## src/rtl/adder_pkg.sv

```systemverilog
// Shared types and constants for the nibble-serial adder slice.
package adder_pkg;

  localparam int unsigned NIBBLE_W = 4;

  typedef enum logic [1:0] {
    StIdle,
    StAdd,
    StDone
  } state_t;

endpackage

```

## src/rtl/nibble_serial_adder_if.sv

```systemverilog
// Operand/result handshake bundle between producer, adder and consumer.
interface nibble_serial_adder_if
  import adder_pkg::*;
#(
  parameter int unsigned NIBBLES = 4
) ();

  localparam int unsigned W = NIBBLE_W * NIBBLES;

  logic         in_valid;
  logic         in_ready;
  logic [W-1:0] a;
  logic [W-1:0] b;
  logic         cin;
  logic         out_valid;
  logic         out_ready;
  logic [W-1:0] sum;
  logic         cout;
  logic         busy;

  modport master (
    output in_valid, a, b, cin, out_ready,
    input  in_ready, out_valid, sum, cout, busy
  );

  modport slave (
    input  in_valid, a, b, cin, out_ready,
    output in_ready, out_valid, sum, cout, busy
  );

endinterface

```

## src/rtl/fourbit_adder.sv

```systemverilog
// Combinational 4-bit adder with carry in and carry out.
module fourbit_adder (
  input  logic [3:0] a_i,
  input  logic [3:0] b_i,
  input  logic       cin_i,
  output logic [3:0] sum_o,
  output logic       cout_o
);

  assign {cout_o, sum_o} = {1'b0, a_i} + {1'b0, b_i} + {4'b0000, cin_i};

endmodule

```

## src/rtl/nibble_serial_adder.sv

```systemverilog
// Wide add done one nibble per cycle, LSB nibble first, through a single 4-bit adder.
module nibble_serial_adder
  import adder_pkg::*;
#(
  parameter int unsigned NIBBLES = 4
) (
  input logic                  clk,
  input logic                  rst,
  nibble_serial_adder_if.slave bus
);

  localparam int unsigned W    = NIBBLE_W * NIBBLES;
  localparam int unsigned IdxW = (NIBBLES > 1) ? $clog2(NIBBLES) : 1;
  localparam logic [IdxW-1:0] LastIdx = IdxW'(NIBBLES - 1);

  state_t                state_q, state_d;
  logic [IdxW-1:0]       idx_q, idx_d;
  logic                  carry_q, carry_d;
  logic [W-1:0]          a_q, a_d;
  logic [W-1:0]          b_q, b_d;
  logic [W-1:0]          sum_q, sum_d;
  logic                  cout_q, cout_d;

  logic [NIBBLE_W-1:0]   a_nib, b_nib, add_sum;
  logic                  add_cout;

  // Loop-based select keeps every part-select constant, also when NIBBLES is 1.
  always_comb begin
    a_nib = '0;
    b_nib = '0;
    for (int unsigned i = 0; i < NIBBLES; i++) begin
      if (idx_q == IdxW'(i)) begin
        a_nib = a_q[i*NIBBLE_W +: NIBBLE_W];
        b_nib = b_q[i*NIBBLE_W +: NIBBLE_W];
      end
    end
  end

  fourbit_adder u_adder (
    .a_i    (a_nib),
    .b_i    (b_nib),
    .cin_i  (carry_q),
    .sum_o  (add_sum),
    .cout_o (add_cout)
  );

  always_comb begin
    state_d = state_q;
    idx_d   = idx_q;
    carry_d = carry_q;
    a_d     = a_q;
    b_d     = b_q;
    sum_d   = sum_q;
    cout_d  = cout_q;
    unique case (state_q)
      StIdle: begin
        if (bus.in_valid) begin
          a_d     = bus.a;
          b_d     = bus.b;
          carry_d = bus.cin;
          idx_d   = '0;
          state_d = StAdd;
        end
      end
      StAdd: begin
        for (int unsigned i = 0; i < NIBBLES; i++) begin
          if (idx_q == IdxW'(i)) sum_d[i*NIBBLE_W +: NIBBLE_W] = add_sum;
        end
        carry_d = add_cout;
        if (idx_q == LastIdx) begin
          cout_d  = add_cout;
          state_d = StDone;
        end else begin
          idx_d = idx_q + IdxW'(1);
        end
      end
      StDone: begin
        if (bus.out_ready) state_d = StIdle;
      end
      default: state_d = StIdle;
    endcase
  end

  always_ff @(posedge clk) begin
    if (rst) begin
      state_q <= StIdle;
      idx_q   <= '0;
      carry_q <= 1'b0;
      a_q     <= '0;
      b_q     <= '0;
      sum_q   <= '0;
      cout_q  <= 1'b0;
    end else begin
      state_q <= state_d;
      idx_q   <= idx_d;
      carry_q <= carry_d;
      a_q     <= a_d;
      b_q     <= b_d;
      sum_q   <= sum_d;
      cout_q  <= cout_d;
    end
  end

  assign bus.in_ready  = (state_q == StIdle) & ~rst;
  assign bus.out_valid = (state_q == StDone);
  assign bus.busy      = (state_q != StIdle);
  assign bus.sum       = sum_q;
  assign bus.cout      = cout_q;

endmodule
```

## src/flat_wrapper.sv

```systemverilog
// flat-port wrapper written by rule: the top's interface ports become plain ports
module nibble_serial_adder_flat import adder_pkg::*;
#(
  parameter int unsigned NIBBLES = 4
)
  (clk, rst, bus_in_valid, bus_a, bus_b, bus_cin, bus_out_ready, bus_in_ready, bus_out_valid, bus_sum, bus_cout, bus_busy);
  nibble_serial_adder_if #(.NIBBLES(NIBBLES)) bus_i ();
  input logic clk;
  input logic rst;
  input wire logic [$bits(bus_i.in_valid)-1:0] bus_in_valid;
  input wire logic [$bits(bus_i.a)-1:0] bus_a;
  input wire logic [$bits(bus_i.b)-1:0] bus_b;
  input wire logic [$bits(bus_i.cin)-1:0] bus_cin;
  input wire logic [$bits(bus_i.out_ready)-1:0] bus_out_ready;
  output wire logic [$bits(bus_i.in_ready)-1:0] bus_in_ready;
  output wire logic [$bits(bus_i.out_valid)-1:0] bus_out_valid;
  output wire logic [$bits(bus_i.sum)-1:0] bus_sum;
  output wire logic [$bits(bus_i.cout)-1:0] bus_cout;
  output wire logic [$bits(bus_i.busy)-1:0] bus_busy;
  assign bus_i.in_valid = bus_in_valid;
  assign bus_i.a = bus_a;
  assign bus_i.b = bus_b;
  assign bus_i.cin = bus_cin;
  assign bus_i.out_ready = bus_out_ready;
  assign bus_in_ready = bus_i.in_ready;
  assign bus_out_valid = bus_i.out_valid;
  assign bus_sum = bus_i.sum;
  assign bus_cout = bus_i.cout;
  assign bus_busy = bus_i.busy;
  nibble_serial_adder #(.NIBBLES(NIBBLES)) u_core (.clk(clk), .rst(rst), .bus(bus_i));
endmodule
```

## config.mk

```make
export PLATFORM = sky130hd
export DESIGN_NAME = nibble_serial_adder_flat
export DESIGN_NICKNAME = d
export VERILOG_FILES = /design/src/rtl/adder_pkg.sv /design/src/rtl/nibble_serial_adder_if.sv /design/src/rtl/fourbit_adder.sv /design/src/rtl/nibble_serial_adder.sv /design/src/flat_wrapper.sv
export SDC_FILE = /design/constraint.sdc
export NUM_CORES = 1
export LEC_CHECK = 0
export BUFFER_PORTS_ARGS = -buffer_cell sky130_fd_sc_hd__buf_2
export CORE_MARGIN = 2
export CORE_UTILIZATION = 53
export DETAILED_ROUTE_END_ITERATION = 10
export GPL_ROUTABILITY_DRIVEN = 1
export PLACE_DENSITY = 0.78
export SYNTH_ARGS = -nofsm -noshare
export SYNTH_HDL_FRONTEND = slang
export SYNTH_SLANG_ARGS = --single-unit
```

## constraint.sdc

```tcl
create_clock -name clk -period 3.8 [get_ports clk]
set_clock_uncertainty 0.15 [all_clocks]
set_input_delay 0.19 -clock clk [delete_from_list [all_inputs] [get_ports clk]]
set_output_delay 0.19 -clock clk [all_outputs]
set_load 0.05 [all_outputs]
```

==> flow_summary.ini <==
[routing]
vias = 2348
drt_iter0_drc = 150
dr.pass1.iters = 4
vias_per_cell = 5.336
ant_nets = 0
wl_per_cell_um = 13.27
drc = 0
wirelength_um = 5839

[cts]
clock-root-buffer = clkbuf_8
clock_latency_ps = 300
cts_resized = 0
cts_buffers = 5
clkSlewWorstSetupHoldPaths_ps = 90
cts_buffer_depth = 2
clock-sinks = 54
cts.htree.levels = 2
cts_tree = done

[timing]
fin_crit_sh_pct = 76.57
finalSetupTns_ps = 0
max_freq_mhz = 343.7
slew_violations = 0
finalSetupViolCount = 0
tightestPinTransition_ps = 1186
hold_viol = 0
slew_headroom_pct = 20.87
rsz0062_at_grt = no
period_needed_ps = 2910

[layout]
syn_to_final_growth_pct = 24.56
stdcell_count = 440
fin_area_um2 = 3167
drive_above_1_share_pct = 18.13
antennaDiodeCount = 0
nets = 431
final_core_util_pct = 67.95

[placed_design]
place_inst = 400
gp_congestion = 0.8321
hpwlAfterDp_um = 3753
dpl_cell_area_um2 = 2755
io_buffers = 56

[synthesis]
syn-num-nets = 361
netlist_area_um2 = 2542
ys_warn_count = 0
ys_top_cells_by_count = nand2_1, dfxtp_1, a21oi_1
async_flop_share_pct = 0
yosysTopAreaCell = dfxtp_1
ys_top_cells_by_area = dfxtp_1, nand2_1, a21oi_1, ha_1, nor2_1
yosysMostFrequentCell = nand2_1
synth_top_area_share_pct = 42.52
ys_types = 35
synthCells = 315
ys.flop_type = dfxtp_1
syn_area_per_cell_um2 = 8.071
ys_seq_elements = 54
synth_seq_area_share_pct = 42.52
synth_edf_count = 0

[global_route]
grt_pass1_wl_um = 10220
grt_max_degree = 58
grt_pass1_vias = 2340
overflow = 0
antenna_found_initial = 0
grt_usage_pct = 24.35

[worst_setup_path]
worstSetupEndpointType = flip-flop
worstSetupPathType = flip-flop to flip-flop
crit_slowest_cell = ha_1
crit_fanout = 17
cp.required_ps = 3870
max_stage_delay_ps = 520
crit_chain = inv_1 > ha_1 > a21oi_1 > o21ai_0 > a22oi_1 > fa_1 > fa_1 > nor2b_1 > o21ai_0 > a311oi_2
cp-start-kind = flip-flop
arrival_ps = 2980

[pwr]
clock_power_share_pct = 27.7
cellLeakagePower_uw = 0.001286
net-switching-power_uw = 328.0
power_uw = 1166
p_comb_share_pct = 19.6
p_int_uw = 838.0
ir_drop_mv = 0.1954
p_seq_share_pct = 52.7
power_density_nw_per_um2 = 368.2
swShare_pct = 28.13

[min_path]
hp-class = input pin to flip-flop

[die]
dieHeight_um = 73.26
core-area_um2 = 4661
die-width_um = 73.26
fp-row-count = 25
dieArea_um2 = 5367
initial_core_util_pct = 54.55
pin_count = 57

[run_status]
status = finished clean

[flow_run]
maxCapViolCount = 0
-- per-stage QoR --
stage                     hold WS (ps)  setup slack (ps)
final                            28.60             890.4
after floorplan                  176.0              1106
after CTS                        23.73             900.1
after detailed placement         287.3             923.9
after global routing             71.89             573.3
after global placement           282.1              1042
-- repair_timing --
action                    CTS  global route
setup buffers               0             0
hold endpoints to repair   32             0
hold buffers               32             0
-- layer usage --
metal,track usage (%),part of all wire (%),vias up
met5,0,0,-
met3,4.252,4.0,11
met1,29.78,44,1083
met2,42.04,50,56
met4,10.08,2.3,0
li1,-,-,1198
-- path summary, 6_finish.rpt --
path / startpoint / end / slack (ps) / depth (start not counted)
max reg2reg: u_core.idx_q[0] / u_core.bus.cout / 890 / 10
max: u_core.idx_q[0] / u_core.bus.cout / 890 / 10
min reg2reg: u_core.b_q[14] / u_core.b_q[14] / 310 / 2
min: bus_out_ready / u_core.state_q[1] / 30 / 4
-- cell type report --
cell class / count / area, um^2
clock inverter: 1 / 5.005
fill: 393 / 1494
sequential: 54 / 1081
multi-input combinational: 221 / 1266
clock buffer: 7 / 86.33
tap: 54 / 67.56
timing repair buffer: 89 / 608.1
inverter: 14 / 52.55
-- sequential cells by signal, indices dropped and copies added, names as in the netlist --
register	count
u_core.bus.cout	1
u_core.idx_q	2
u_core.state_q	2
u_core.bus.sum	16
u_core.a_q	16
u_core.b_q	16
u_core.carry_q	1
-- placed cells by master (no fill, tap or decap) --
cell type and instances:
a211oi_2 3, a311oi_2 1, nand3b_1 1, and3b_1 4, or2_2 1, clkinv_2 1, buf_2 56, or3b_1 2
a21oi_1 52, mux2i_1 5, clkbuf_8 6, inv_1 14, nor2_1 16, and2b_1 1, fa_1 2, nand2_1 76
nand4_1 4, and4bb_1 1, buf_4 1, xnor2_1 1, and2_1 1, dfxtp_1 54, nor3_1 1, o221ai_1 4
a211oi_1 6, a22oi_1 4, ha_1 7, nand2b_1 4, nand3_1 4, clkbuf_1 1, nor2b_1 3, a311oi_1 1
nor3b_4 1, a22o_1 6, dlygate4sd3_1 32, o21ai_0 9
-- power groups by stage --
| stage | Sequential (uW) | Combinational (uW) | Clock [uW] |
|---|---|---|---|
| after floorplan | 642 | 138 | 0 |
| after global placement | 626 | 199 | 0 |
| after detailed placement | 627 | 202 | 0 |
| after CTS | 614 | 227 | 333 |
| after global routing | 618 | 256 | 360 |
| final | 615 | 229 | 323 |
-- logic make-up after synthesis --
group                    share of synthesized area [%]
AND/OR/NAND/NOR                                  21.41
AO/OA/AOI/OAI                                    20.82
flip-flops                                       42.52
buffers and inverters                            7.923
adder cells (fa/ha/maj)                          5.020
multiplexers                                     1.969
XOR/XNOR                                        0.3446
-- critical path: cells and delay by family, from the launching register on --
family	cells	cell delay, ps
flops	1	350
buf+inv	1	110
fa+ha+maj	3	1370
simple gates	1	120
compound gates	5	730
Note: power is estimated with default switching activity, not from simulation.
